### src/rtl/udma_tx_burst_arbiter_if.sv
// Request/grant bus between the TX channels and the TX burst arbiter.
// master drives requests and the ack strobe; slave (the arbiter) returns the grant.
interface udma_tx_burst_arbiter_if #(
  parameter int N_CH    = 16,
  parameter int BURST_W = 4
);
  localparam int S = $clog2(N_CH);

  logic [N_CH-1:0]    req;
  logic [N_CH-1:0]    hp_mask;
  logic [BURST_W-1:0] cfg_burst_len;
  logic               grant_ack;
  logic [N_CH-1:0]    grant;
  logic [S-1:0]       grant_idx;
  logic               any_grant;
  logic               locked;

  modport master (
    output req, hp_mask, cfg_burst_len, grant_ack,
    input  grant, grant_idx, any_grant, locked
  );

  modport slave (
    input  req, hp_mask, cfg_burst_len, grant_ack,
    output grant, grant_idx, any_grant, locked
  );
endinterface

### src/rtl/udma_tx_burst_arbiter.sv
// TX read-path scheduler: two-level priority round-robin with burst locking.
// Optional per-channel ack statistics when UDMA_TX_ARB_STATS_EN is defined.
//
// state   | meaning
// ST_ARB  | round-robin arbitration among the (high-priority if any) requesters
// ST_LOCK | grant held on lock_ch until burst length reached or its request drops
module udma_tx_burst_arbiter #(
  parameter int N_CH    = 16,
  parameter int BURST_W = 4
) (
  input  logic                    clk_i,
  input  logic                    rst_i,
  udma_tx_burst_arbiter_if.slave  bus
`ifdef UDMA_TX_ARB_STATS_EN
  ,
  input  logic                    stats_clr_i,
  output logic [N_CH-1:0][15:0]   ack_cnt_o
`endif
);
  localparam int S = $clog2(N_CH);
  localparam logic [S:0] N_CH_W = (S+1)'(N_CH);

  typedef enum logic {ST_ARB, ST_LOCK} state_t;

  state_t             st_q, st_d;
  logic [S-1:0]       rr_ptr_q, rr_ptr_d;
  logic [S-1:0]       lock_ch_q, lock_ch_d;
  logic [BURST_W-1:0] burst_cnt_q, burst_cnt_d;

  logic [N_CH-1:0]    cand;
  logic [S:0]         pos;
  logic [S-1:0]       win_idx;
  logic               win_vld;
  logic               grant_vld;
  logic [S-1:0]       gnt_idx;
  logic [N_CH-1:0]    grant_vec;
  logic [BURST_W:0]   cnt_inc;

  // Rotating scan from rr_ptr; pos stays below 2*N_CH so one subtract wraps it.
  always_comb begin
    cand    = ((bus.req & bus.hp_mask) != '0) ? (bus.req & bus.hp_mask) : bus.req;
    win_idx = '0;
    win_vld = 1'b0;
    pos     = '0;
    for (int k = 0; k < N_CH; k++) begin
      pos = {1'b0, rr_ptr_q} + (S+1)'(k);
      if (pos >= N_CH_W) pos = pos - N_CH_W;
      if (!win_vld && cand[pos[S-1:0]]) begin
        win_vld = 1'b1;
        win_idx = pos[S-1:0];
      end
    end
  end

  always_comb begin
    grant_vld = 1'b0;
    gnt_idx   = '0;
    if (!rst_i) begin
      if (st_q == ST_LOCK) begin
        grant_vld = bus.req[lock_ch_q];
        gnt_idx   = lock_ch_q;
      end else begin
        grant_vld = win_vld;
        gnt_idx   = win_idx;
      end
    end
  end

  assign grant_vec     = grant_vld ? ({{(N_CH-1){1'b0}}, 1'b1} << gnt_idx) : '0;
  assign bus.grant     = grant_vec;
  assign bus.grant_idx = grant_vld ? gnt_idx : '0;
  assign bus.any_grant = grant_vld;
  assign bus.locked    = (st_q == ST_LOCK);

  always_comb begin
    st_d        = st_q;
    rr_ptr_d    = rr_ptr_q;
    lock_ch_d   = lock_ch_q;
    burst_cnt_d = burst_cnt_q;
    cnt_inc     = {1'b0, burst_cnt_q} + 1'b1;
    if (st_q == ST_ARB) begin
      if (bus.grant_ack && grant_vld) begin
        rr_ptr_d = (win_idx == S'(N_CH-1)) ? '0 : win_idx + 1'b1;
        if (bus.cfg_burst_len >= BURST_W'(2)) begin
          st_d        = ST_LOCK;
          lock_ch_d   = win_idx;
          burst_cnt_d = BURST_W'(1);
        end
      end
    end else begin
      if (!bus.req[lock_ch_q]) begin
        st_d        = ST_ARB;
        burst_cnt_d = '0;
      end else if (bus.grant_ack) begin
        // Length is compared live, so a shrunk or zero value releases on this ack.
        if (cnt_inc >= {1'b0, bus.cfg_burst_len}) begin
          st_d        = ST_ARB;
          burst_cnt_d = '0;
        end else begin
          burst_cnt_d = cnt_inc[BURST_W-1:0];
        end
      end
    end
  end

  always_ff @(posedge clk_i or posedge rst_i) begin
    if (rst_i) begin
      st_q        <= ST_ARB;
      rr_ptr_q    <= '0;
      lock_ch_q   <= '0;
      burst_cnt_q <= '0;
    end else begin
      st_q        <= st_d;
      rr_ptr_q    <= rr_ptr_d;
      lock_ch_q   <= lock_ch_d;
      burst_cnt_q <= burst_cnt_d;
    end
  end

`ifdef UDMA_TX_ARB_STATS_EN
  logic [N_CH-1:0][15:0] ack_cnt_q, ack_cnt_d;

  always_comb begin
    ack_cnt_d = ack_cnt_q;
    for (int i = 0; i < N_CH; i++) begin
      if (stats_clr_i) begin
        ack_cnt_d[i] = '0;
      end else if (bus.grant_ack && grant_vec[i] && (ack_cnt_q[i] != 16'hFFFF)) begin
        ack_cnt_d[i] = ack_cnt_q[i] + 16'd1;
      end
    end
  end

  always_ff @(posedge clk_i or posedge rst_i) begin
    if (rst_i) ack_cnt_q <= '0;
    else       ack_cnt_q <= ack_cnt_d;
  end

  assign ack_cnt_o = ack_cnt_q;
`endif
endmodule

### src/flat_wrapper.sv
// flat-port wrapper written by rule: the top's interface ports become plain ports
module udma_tx_burst_arbiter_flat 
#(
  parameter int N_CH    = 16,
  parameter int BURST_W = 4
)
  (clk_i, rst_i, bus_req, bus_hp_mask, bus_cfg_burst_len, bus_grant_ack, bus_grant, bus_grant_idx, bus_any_grant, bus_locked);
  udma_tx_burst_arbiter_if #(.N_CH(N_CH), .BURST_W(BURST_W)) bus_i ();
  input  logic clk_i;
  input  logic rst_i;
  input wire logic [$bits(bus_i.req)-1:0] bus_req;
  input wire logic [$bits(bus_i.hp_mask)-1:0] bus_hp_mask;
  input wire logic [$bits(bus_i.cfg_burst_len)-1:0] bus_cfg_burst_len;
  input wire logic [$bits(bus_i.grant_ack)-1:0] bus_grant_ack;
  output wire logic [$bits(bus_i.grant)-1:0] bus_grant;
  output wire logic [$bits(bus_i.grant_idx)-1:0] bus_grant_idx;
  output wire logic [$bits(bus_i.any_grant)-1:0] bus_any_grant;
  output wire logic [$bits(bus_i.locked)-1:0] bus_locked;
  assign bus_i.req = bus_req;
  assign bus_i.hp_mask = bus_hp_mask;
  assign bus_i.cfg_burst_len = bus_cfg_burst_len;
  assign bus_i.grant_ack = bus_grant_ack;
  assign bus_grant = bus_i.grant;
  assign bus_grant_idx = bus_i.grant_idx;
  assign bus_any_grant = bus_i.any_grant;
  assign bus_locked = bus_i.locked;
  udma_tx_burst_arbiter #(.N_CH(N_CH), .BURST_W(BURST_W)) u_core (.clk_i(clk_i), .rst_i(rst_i), .bus(bus_i));
endmodule
### config.mk
export PLATFORM = sky130hd
export DESIGN_NAME = udma_tx_burst_arbiter_flat
export DESIGN_NICKNAME = d
export VERILOG_FILES = /design/src/rtl/udma_tx_burst_arbiter_if.sv /design/src/rtl/udma_tx_burst_arbiter.sv /design/src/flat_wrapper.sv
export SDC_FILE = /design/constraint.sdc
export NUM_CORES = 1
export LEC_CHECK = 0
export CORE_ASPECT_RATIO = 0.8
export CORE_MARGIN = 2
export CORE_UTILIZATION = 55
export CTS_BUF_LIST = sky130_fd_sc_hd__clkbuf_16
export CTS_CLUSTER_DIAMETER = 200
export DETAILED_ROUTE_END_ITERATION = 6
export HOLD_SLACK_MARGIN = 0.12
export PLACE_DENSITY_LB_ADDON = 0.15
export SETUP_SLACK_MARGIN = 0.02
export SLEW_MARGIN = 20
export SYNTH_ARGS = -nofsm -noshare
export SYNTH_HDL_FRONTEND = slang
export SYNTH_SLANG_ARGS = --single-unit
export TNS_END_PERCENT = 20
### constraint.sdc
create_clock -name clk_i -period 8.2 [get_ports clk_i]
set_clock_uncertainty 0.15 [all_clocks]
set_input_delay 1.23 -clock clk_i [delete_from_list [all_inputs] [get_ports clk_i]]
set_output_delay 1.23 -clock clk_i [all_outputs]
set_load 0.005 [all_outputs]
# Word level (Yosys, flattened, before mapping)
# Index checks and enable logic that the tools add are counted.
totals:
  in_bits: 39
  output_inout_bits: 22
  register_bits: 13
  elab_cells: 216
op_classes:
  n_lt_le_gt_ge: 35
  eq_ne: 2
  n_reduce_logical: 37
  bitwise_logic: 2
  mux: 102
  n_shift: 1
  n_addsub: 33
ops:
  columns: ["cell", "n"]
  rows:
  - ["$mux W4", 42]
  - ["$lt A4 B5 Y1 const B", 17]
  - ["$ge A5 B5 Y1 const B", 15]
  - ["$bmux W1 S4", 17]
  - ["$sub A4 B1 Y4 const B", 16]
  - ["$mux W1", 41]
  - ["$add A4 B4 Y5 const B", 8]
  - ["$mux W16", 2]
  - ["$add A4 B3 Y5 const B", 4]
  - ["$and A16 B16 Y16", 1]
  - ["$logic_and A1 B1 Y1", 16]
  - ["$reduce_bool A16 Y1", 1]
  - ["$shl A1 B4 Y16 const A", 1]
  - ["$logic_not A1 Y1", 15]
  - ["$add A4 B1 Y5 const B", 2]
  - ["$add A4 B2 Y5 const B", 2]
  - ["$reduce_and A3 Y1", 2]
  - ["$ge A4 B5 Y1 const B", 1]
  - ["$ge A5 B4 Y1", 1]
  - ["$add A4 B1 Y4 const B", 1]
  - ["$eq A4 B4 Y1 const B", 1]
  - ["$ge A4 B2 Y1 const B", 1]
  - ["$reduce_bool A2 Y1", 2]
  - ["$ne A3 B3 Y1 const B", 1]
  - ["other kinds (2)", 2]

# Logic depth before layout (Yosys ltp)
# Gate-level depths: netlist of the first run.
depth:
  depth_word: 56
  depth_mapped: 22
  mapped_depth_nobuf: 18

# Worst setup path after synthesis of the first run
# Ideal clock, no wire load.
synth_path:
  path_type: "reg2out"
  startpoint: "register u_core.rr_ptr_q[0]"
  endpoint: "output port bus_grant[14]"
  arrival_time_ns: 5.291
  n_path_buf: 7
  stages_incl_launch_ff: 20
  slack_ns: 1.529
  t_required_ns: 6.820
  path_cell_list: "dfrtp_1 inv_1 clkbuf_1 clkbuf_1 ha_1 buf_2 clkbuf_1 inv_1 clkbuf_1 mux4_2 a32oi_1 nand4_1 or4_1 buf_4 nand2b_1 or4_1 a31o_1 buf_2 nor3_1 o211a_1"
synth_via:
  elab_chain_len: 54
  elab_cells_between_ends: 163
  classes_between: "add/sub (31); order compare (16); shift (1); mux (85); reduce/logical (30)"
synth_lines:
  columns: ["item", "line", "rtl"]
  rows:
  - ["from (decl)", "udma_tx_burst_arbiter.sv:26", "logic [S-1:0] rr_ptr_q, rr_ptr_d;"]
  - ["from (signal assigned)", "udma_tx_burst_arbiter.sv:114", "rr_ptr_q <= rr_ptr_d;"]
  - ["parallel branches: the longest is 53 deep, another holds $add A4 B1 Y5", null, null]
  - ["$mux W16 (*)", "udma_tx_burst_arbiter.sv:69", "assign grant_vec = grant_vld ? ({{(N_CH-1){1'b0}}, 1'b1} << gnt_idx) : '0;"]
  - ["to (decl)", "flat_wrapper.sv:15", "output wire logic [$bits(bus_i.grant)-1:0] bus_grant;"]
# Every way passes the cells marked *. The select of a mux whose other input is x is not followed.

# Worst setup path after layout of the first run
layout_path:
  startpoint: "input port bus_hp_mask[4]"
  endpoint: "output port bus_grant[8]"
layout_via:
  elab_chain_len: 55
  elab_cells_between_ends: 103
  classes_between: "shift (1); mux (70); bitwise (1); reduce/logical (31)"
layout_lines:
  columns: ["item", "line", "rtl"]
  rows:
  - ["from (decl)", "flat_wrapper.sv:12", "input wire logic [$bits(bus_i.hp_mask)-1:0] bus_hp_mask;"]
  - ["$and A16 B16 Y16 (*)", "udma_tx_burst_arbiter.sv:41", "cand = ((bus.req & bus.hp_mask) != '0) ? (bus.req & bus.hp_mask) : bus.req;"]
  - ["$reduce_bool A16 Y1", "udma_tx_burst_arbiter.sv:41", null]
  - ["$mux W16 (*)", "udma_tx_burst_arbiter.sv:41", null]
  - ["$bmux W1 S4", "udma_tx_burst_arbiter.sv:48", "if (!win_vld && cand[pos[S-1:0]]) begin"]
  - ["$mux W1 (not written as such)", "udma_tx_burst_arbiter.sv:48", null]
  - ["$mux W1", "udma_tx_burst_arbiter.sv:48", null]
  - ["$logic_not A1 Y1", "udma_tx_burst_arbiter.sv:48", null]
  - ["$logic_and A1 B1 Y1", "udma_tx_burst_arbiter.sv:48", null]
  - ["[39 not listed]", null, null]
  - ["$mux W1", "udma_tx_burst_arbiter.sv:48", null]
  - ["$logic_not A1 Y1", "udma_tx_burst_arbiter.sv:48", null]
  - ["$logic_and A1 B1 Y1", "udma_tx_burst_arbiter.sv:48", null]
  - ["$mux W4", "udma_tx_burst_arbiter.sv:48", null]
  - ["$mux W4", "udma_tx_burst_arbiter.sv:59", "if (st_q == ST_LOCK) begin"]
  - ["$mux W4", "udma_tx_burst_arbiter.sv:58", "if (!rst_i) begin"]
  - ["$shl A1 B4 Y16", "udma_tx_burst_arbiter.sv:69", null]
  - ["$mux W16 (*)", "udma_tx_burst_arbiter.sv:69", null]
# Every way passes the cells marked *; elsewhere a longest branch is shown, timed or not. The select of a mux whose other input is x is not followed.

==> run_summary.xml, run 1 <==
<?xml version="1.0" encoding="UTF-8"?>
<metrics>
  <group name="routing">
    <metric name="drt_pass1_iterations" unit="">7</metric>
    <metric name="vias" unit="">5771</metric>
    <metric name="wl_met2" unit="um">8350</metric>
    <metric name="drt-met1-wl" unit="um">6910</metric>
    <metric name="highest_layer" unit="">met4</metric>
    <metric name="avgRoutedWirePerCell" unit="um">25.1</metric>
    <metric name="route.detailed.vias_per_inst" unit="">7.59</metric>
    <metric name="wl_met3" unit="um">2980</metric>
    <metric name="drc_errors" unit="">1</metric>
    <metric name="first_iter_violations" unit="">917</metric>
    <metric name="detail_route.wirelength" unit="um">19100</metric>
    <metric name="drtAntennaViolNets" unit="">0</metric>
  </group>
  <group name="logic_synthesis">
    <metric name="number_of_flops_mapped_to_enable_cells_by_yosys" unit="">0</metric>
    <metric name="postSynthNetCount" unit="">621</metric>
    <metric name="syn-mean-instance-area" unit="um^2">7.95</metric>
    <metric name="synth_seq_area_share" unit="%">7.19</metric>
    <metric name="synth-seq-cells" unit="">13</metric>
    <metric name="dominant_synthesized_flop_cell" unit="">dfrtp_1</metric>
    <metric name="post_synth_inst_count" unit="">569</metric>
    <metric name="yosysUniqueCellTypes" unit="">74</metric>
    <metric name="mappedNetlistArea" unit="um^2">4520</metric>
    <metric name="async_flop_share" unit="%">100</metric>
    <metric name="yosys_warnings" unit="">0</metric>
  </group>
  <group name="timing">
    <metric name="setup_viol" unit="">0</metric>
    <metric name="finalHoldViolations" unit="">0</metric>
    <metric name="worst-slew-pin-transition" unit="ps">925</metric>
    <metric name="max_slew_margin" unit="%">37.9</metric>
    <metric name="tns" unit="ps">0</metric>
    <metric name="fmaxAchievable" unit="GHz">0.122</metric>
    <metric name="rsz0062_at_grt" unit="">true</metric>
    <metric name="post-route-period-util" unit="%">99.8</metric>
    <metric name="period_needed" unit="ps">8180</metric>
    <metric name="slew_viol_final" unit="">0</metric>
    <metric name="finalWorstSetupSlack" unit="ps">20.1</metric>
  </group>
  <group name="final_layout">
    <metric name="final.fill_count" unit="">651</metric>
    <metric name="mostFrequentLayoutCell" unit="">clkdlybuf4s50_1</metric>
    <metric name="mostFrequentLayoutCells" unit="">60 x clkdlybuf4s50_1, 57 x nand2_1, 56 x buf_4</metric>
    <metric name="nNetsFinal" unit="">705</metric>
    <metric name="multi_input_area" unit="um^2">3990</metric>
    <metric name="layout-drive-gt1-share" unit="%">19.0</metric>
    <metric name="seqCellArea" unit="um^2">325</metric>
    <metric name="antenna_cells_inserted" unit="">0</metric>
    <metric name="syn2layout_area_growth" unit="%">24.4</metric>
  </group>
  <group name="clocking">
    <metric name="cts.sink_count" unit="">13</metric>
    <metric name="worst_setup_hold_path_clk_slew" unit="ps">50</metric>
    <metric name="holdBufCountCts" unit="">0</metric>
    <metric name="worstSkewPairLatency" unit="ps">240</metric>
    <metric name="clock_root_buffer" unit="">clkbuf_16</metric>
    <metric name="clock_tree.buffer_depth" unit="">2</metric>
    <metric name="htree_num_levels" unit="">1</metric>
    <metric name="num_cts_buffers" unit="">3</metric>
    <metric name="tritoncts" unit="">built</metric>
  </group>
  <group name="critical_path">
    <metric name="worstPathArrival" unit="ps">6800</metric>
    <metric name="required" unit="ps">6820</metric>
    <metric name="critPathMaxFanout" unit="">36</metric>
    <metric name="critical_path.startpoint_type" unit="">input port</metric>
    <metric name="critPathBufInv" unit="">4</metric>
    <metric name="critical_path.cell_chain" unit="">clkdlybuf4s50_1 &gt; a22oi_1 &gt; nand2_1 &gt; nor4_4 &gt; buf_12 &gt; o21ai_0 &gt; mux4_2 &gt; mux4_2 &gt; buf_4 &gt; o211ai_1 &gt; nor4b_1 &gt; a21oi_1 &gt; o21a_1 &gt; o31ai_4 &gt; nor3b_2 &gt; and2_1 &gt; clkdlybuf4s50_1</metric>
    <metric name="setup.worst_path.end_class" unit="">output pin</metric>
    <metric name="cp_top_family" unit="">compound AO/OA/AOI/OAI gates</metric>
    <metric name="slowest_delay" unit="ps">650</metric>
    <metric name="critPathSlowestCell" unit="">mux4_2</metric>
    <metric name="timing.setup.critical_path_class" unit="">input port to output pin</metric>
  </group>
  <group name="die">
    <metric name="core_area" unit="um^2">7950</metric>
    <metric name="initial_utilization" unit="%">56.9</metric>
    <metric name="dieArea" unit="um^2">8970</metric>
    <metric name="die_height" unit="um">85.1</metric>
    <metric name="core.rowCount" unit="">29</metric>
    <metric name="ios" unit="">61</metric>
    <metric name="die_width" unit="um">105</metric>
  </group>
  <group name="status">
    <metric name="run_status" unit="">finished, violations left</metric>
    <metric name="violations" unit="">design-rule violations</metric>
  </group>
  <group name="place">
    <metric name="detailedPlace.worstSlack" unit="ps">-101</metric>
    <metric name="post-dp-hpwl" unit="um">14300</metric>
    <metric name="port-buffer-count" unit="">60</metric>
    <metric name="globalplace.congestion" unit="">1.04</metric>
  </group>
  <group name="grt">
    <metric name="groute.usage.overall" unit="%">42.8</metric>
    <metric name="number_of_antenna_violations_at_the_first_check_in_global_routing" unit="">0</metric>
    <metric name="wire_length_of_the_first_global_routing_pass" unit="um">30300</metric>
    <metric name="global_route.overflow_total" unit="">0</metric>
    <metric name="maximum_number_of_pins_on_one_net_before_global_route_repair" unit="">42</metric>
    <metric name="grt_pass1_vias" unit="">5540</metric>
  </group>
  <group name="job">
    <metric name="drv.max_cap_violation_count" unit="">0</metric>
  </group>
  <group name="worst_hold_path">
    <metric name="hold_class" unit="">flop to flop</metric>
  </group>
</metrics>
## layer usage
layer  up-vias  global-route usage (%)
met5         -                       0
met4         0                    15.8
met3       117                    11.1
met2       547                    66.0
met1      2655                    58.0
li1       2452                       -
## Yosys cell counts (14+ instances only)
library cell | number | area (um^2)
nand2_1 | 57 | 214
o211ai_1 | 25 | 188
o21ai_0 | 32 | 160
mux4_2 | 39 | 878
nor2_1 | 41 | 154
o21a_1 | 18 | 135
clkbuf_1 | 25 | 93.8
inv_1 | 14 | 52.6
nand3_1 | 15 | 75.1
a21oi_1 | 27 | 135
nor3_1 | 15 | 75.1
## worst paths after layout
path                                  startpoint                    end  slack, ps  cells after the start
max                               bus_hp_mask[4]           bus_grant[8]         20                     17
min                        u_core.burst_cnt_q[1]  u_core.burst_cnt_q[1]        380                      1
max reg2reg                   u_core.rr_ptr_q[0]     u_core.rr_ptr_q[3]       2270                     16
min reg2reg                u_core.burst_cnt_q[1]  u_core.burst_cnt_q[1]        380                      1
max in group asynchronous                  rst_i    u_core.lock_ch_q[0]       6300                      2
min in group asynchronous                  rst_i     u_core.rr_ptr_q[1]       1280                      2
## what timing repair did
item / CTS / global route
resized for setup: 0 / 8
endpoints found under the setup margin: 9 / 15
setup buffers: 1 / 0
pin swaps: 1 / 0
## through the flow
step / utilization, % / hold slack (ps) / area (um^2) / cells
final: 70.8 / 380 / 5630 / 760
after global routing: 70.8 / 403 / 5630 / 760
after CTS: 70.6 / 390 / 5610 / 760
after detailed placement: 69.5 / 380 / 5530 / 755
after global placement: 69.5 / 359 / 5530 / 755
after floorplan: - / 342 / 4520 / 569
## worst reg2reg max path: stages (launching register included)
cell and delay, ps:
dfrtp_1 380, inv_1 60, buf_4 280, ha_1 530, inv_1 660, mux4_2 630, a22oi_1 460, nand4_1 210
or4_1 490, or4_4 570, a21oi_1 210, o2bb2ai_1 160, nor2_1 310, inv_1 130, ha_1 250, a2bb2oi_1 220
a31o_1 190
## flip-flops by register name, indices dropped and copies added (netlist names)
register,cells
u_core.burst_cnt_q,4
u_core.bus.locked,1
u_core.lock_ch_q,4
u_core.rr_ptr_q,4
## cells by family after synthesis
logic type / share of synthesized area (%)
compound gates: 32.7
xor+xnor: 3.48
fa+ha+maj: 3.60
buf+inv: 5.03
flops: 7.19
mux: 25.8
simple gates: 22.2
## layout make-up
type | instances | share of cell area [%]
Multi-Input combinational cell | 502 | 70.8
Timing Repair Buffer | 117 | 18.5
Sequential cell | 13 | 5.78
Tap cell | 108 | 2.40
Clock buffer | 3 | 1.33
Inverter | 16 | 1.07
Clock inverter | 1 | 0.0889
Power of run 1 is left out: the tool's default activity adds up to more than one toggle a clock period on the data nets, which glitch-free logic cannot reach.
==> inputs of run 2 (changes only) <==
--- a/config.mk
+++ b/config.mk
@@ -5,11 +5,11 @@
 export SDC_FILE = /design/constraint.sdc
 export NUM_CORES = 1
 export LEC_CHECK = 0
-export CORE_ASPECT_RATIO = 0.8
-export CORE_MARGIN = 2
+export CORE_MARGIN = 3
 export CORE_UTILIZATION = 55
 export CTS_BUF_LIST = sky130_fd_sc_hd__clkbuf_16
 export CTS_CLUSTER_DIAMETER = 200
+export CTS_CLUSTER_SIZE = 10
 export DETAILED_ROUTE_END_ITERATION = 6
 export HOLD_SLACK_MARGIN = 0.12
 export PLACE_DENSITY_LB_ADDON = 0.15
==> run 2 against run 1 <==
The run still ends with design-rule violations left. Fmax grew 1.4%. Die area grew 4.2%. Critical path depth grew 1. Sequential share of layout area shrank 0.14 points. Design area grew 2.6%. Cell count grew 0.79%. Register-to-register slack gained 260 ps.
==> run_summary.xml, run 2 (synthesis gave the netlist of run 1 again) <==
<?xml version="1.0" encoding="UTF-8"?>
<metrics>
  <group name="die">
    <metric name="die_width" unit="um">96.7</metric>
    <metric name="initial_utilization" unit="%">57.7</metric>
    <metric name="die_height" unit="um">96.7</metric>
    <metric name="core.rowCount" unit="">32</metric>
    <metric name="core_area" unit="um^2">7850</metric>
    <metric name="ios" unit="">61</metric>
    <metric name="dieArea" unit="um^2">9350</metric>
  </group>
  <group name="grt">
    <metric name="groute.usage.overall" unit="%">36.2</metric>
    <metric name="global_route.overflow_total" unit="">0</metric>
    <metric name="number_of_antenna_violations_at_the_first_check_in_global_routing" unit="">0</metric>
    <metric name="wire_length_of_the_first_global_routing_pass" unit="um">27900</metric>
    <metric name="grt_pass1_vias" unit="">5345</metric>
    <metric name="maximum_number_of_pins_on_one_net_before_global_route_repair" unit="">42</metric>
  </group>
  <group name="final_layout">
    <metric name="layout-drive-gt1-share" unit="%">21.2</metric>
    <metric name="largest_registers" unit="">u_core.burst_cnt_q (4), u_core.lock_ch_q (4), u_core.rr_ptr_q (4)</metric>
    <metric name="design_area" unit="um^2">5770</metric>
    <metric name="mostFrequentLayoutCell" unit="">buf_4</metric>
    <metric name="syn2layout_area_growth" unit="%">27.5</metric>
    <metric name="nNetsFinal" unit="">717</metric>
    <metric name="antenna_cells_inserted" unit="">0</metric>
    <metric name="mostFrequentLayoutCells" unit="">68 x buf_4, 57 x nand2_1, 55 x clkdlybuf4s50_1</metric>
  </group>
  <group name="clocking">
    <metric name="clock_root_buffer" unit="">clkbuf_16</metric>
    <metric name="num_cts_buffers" unit="">3</metric>
    <metric name="cts.sink_count" unit="">13</metric>
    <metric name="clock_tree.buffer_depth" unit="">2</metric>
    <metric name="htree_num_levels" unit="">1</metric>
    <metric name="worst_setup_hold_path_clk_slew" unit="ps">40</metric>
    <metric name="holdBufCountCts" unit="">0</metric>
    <metric name="tritoncts" unit="">built</metric>
    <metric name="worstSkewPairLatency" unit="ps">240</metric>
  </group>
  <group name="worst_hold_path">
    <metric name="worst_hold_path.num_cells" unit="">1</metric>
    <metric name="hold_class" unit="">flop to flop</metric>
    <metric name="hp-start" unit="">u_core.burst_cnt_q[1]</metric>
    <metric name="min_to" unit="">u_core.burst_cnt_q[1]</metric>
  </group>
  <group name="critical_path">
    <metric name="required" unit="ps">6820</metric>
    <metric name="r2r-end" unit="">u_core.rr_ptr_q[3]</metric>
    <metric name="critPathSlowestCell" unit="">or4_4</metric>
    <metric name="slowest_delay" unit="ps">600</metric>
    <metric name="critical_path.cell_chain" unit="">clkdlybuf4s50_1 &gt; a22oi_1 &gt; nand2_1 &gt; nor4_4 &gt; buf_4 &gt; buf_12 &gt; o21a_1 &gt; mux4_2 &gt; mux4_2 &gt; a211o_1 &gt; or4_4 &gt; or4_4 &gt; a21oi_2 &gt; o2bb2ai_2 &gt; o31ai_4 &gt; nor3b_4 &gt; o211a_1 &gt; clkdlybuf4s50_1</metric>
    <metric name="critical_path.startpoint_type" unit="">input port</metric>
    <metric name="r2r.worst_path.cells" unit="">17</metric>
    <metric name="critical_path.reg2reg.startpoint" unit="">u_core.rr_ptr_q[0]</metric>
    <metric name="worst-r2r-setup-slack" unit="ps">2530</metric>
    <metric name="cp_top_family" unit="">simple AND/OR/NAND/NOR gates</metric>
    <metric name="setup.worst_path.end_class" unit="">output pin</metric>
    <metric name="timing.setup.critical_path_class" unit="">input port to output pin</metric>
    <metric name="worstPathArrival" unit="ps">6690</metric>
    <metric name="critPathBufInv" unit="">4</metric>
    <metric name="critPathMaxFanout" unit="">14</metric>
  </group>
  <group name="place">
    <metric name="post-dp-hpwl" unit="um">13400</metric>
    <metric name="port-buffer-count" unit="">60</metric>
    <metric name="placed_cell_area" unit="um^2">5590</metric>
    <metric name="globalplace.congestion" unit="">1.09</metric>
  </group>
  <group name="job">
    <metric name="drv.max_cap_violation_count" unit="">0</metric>
  </group>
  <group name="timing">
    <metric name="max_slew_margin" unit="%">38.5</metric>
    <metric name="slew_viol_final" unit="">0</metric>
    <metric name="period_needed" unit="ps">8070</metric>
    <metric name="fmaxAchievable" unit="GHz">0.124</metric>
    <metric name="post-route-period-util" unit="%">98.4</metric>
    <metric name="setup_viol" unit="">0</metric>
    <metric name="worst-slew-pin-transition" unit="ps">916</metric>
    <metric name="finalHoldViolations" unit="">0</metric>
  </group>
  <group name="routing">
    <metric name="drtAntennaViolNets" unit="">0</metric>
    <metric name="vias" unit="">5715</metric>
    <metric name="first_iter_violations" unit="">864</metric>
    <metric name="drt_pass1_iterations" unit="">7</metric>
    <metric name="drc_errors" unit="">3</metric>
    <metric name="route.detailed.vias_per_inst" unit="">7.46</metric>
    <metric name="avgRoutedWirePerCell" unit="um">23.4</metric>
    <metric name="detail_route.wirelength" unit="um">17900</metric>
  </group>
  <group name="status">
    <metric name="run_status" unit="">finished, violations left</metric>
    <metric name="violations" unit="">design-rule violations</metric>
  </group>
</metrics>
==> run 2: cell count changes in the layout (fill, tap and decap cells not counted), moves of 2 or more <==
cell             delta
buf_4              +12
clkdlybuf4s50_1     -5
dlymetal6s2s_1      +5
o21ai_0             +2
o21ai_1             -2
==> run 2: final cells by class <==
type	instances	area (um^2)
Clock inverter	1	5.00
Inverter	16	60.1
Timing Repair Buffer	129	1140
Clock buffer	3	75.1
Multi-Input combinational cell	502	4030
Fill cell	612	2080
Tap cell	102	128
Sequential cell	13	325
==> run 2: worst max-delay path by stage <==
| stage | start | end | cells past startpoint |
|---|---|---|---|
| 3_3_place_gp | bus_req[7] | bus_grant[14] | 17 |
| 4_1_cts | bus_hp_mask[10] | bus_grant[12] | 18 |
| 6_report | bus_hp_mask[0] | bus_grant[12] | 18 |
| 3_5_place_dp | bus_req[5] | bus_grant[6] | 17 |
| 2_1_floorplan | u_core.rr_ptr_q[0] | bus_grant[14] | 19 |
| 5_1_grt | bus_req[7] | bus_grant[0] | 19 |
==> run 2: through the flow <==
stage / instances / hold slack [ps] / TNS (ps) / setup slack, ps / utilization (%)
detailed placement: 758 / 391 / -927 / -169 / 71.2
finish: 766 / 408 / 0 / 131 / 73.5
global placement: 758 / 370 / 0 / 27.8 / 71.2
global route: 766 / 413 / -228 / -65.0 / 73.5
CTS: 764 / 400 / 0 / 78.5 / 72.4
floorplan: 569 / 342 / 0 / 1530 / -
==> run 2: timing repair <==
action                     CTS  global route
cloned                       0             0
setup endpoints to repair   11            16
buffers inserted             2             2
resized for setup            1            16
pin swaps                    1             6
==> run 2: metal layers <==
layer	part of all wire [%]	track usage, %	routed length, um	vias to the layer above
met5	0	1.65	0	-
met1	36	47.8	6420	2664
met2	45	56.6	8110	479
met4	5.6	16.2	999	0
li1	-	-	-	2471
met3	13	8.07	2390	101
Power of run 2 is left out for the same reason.
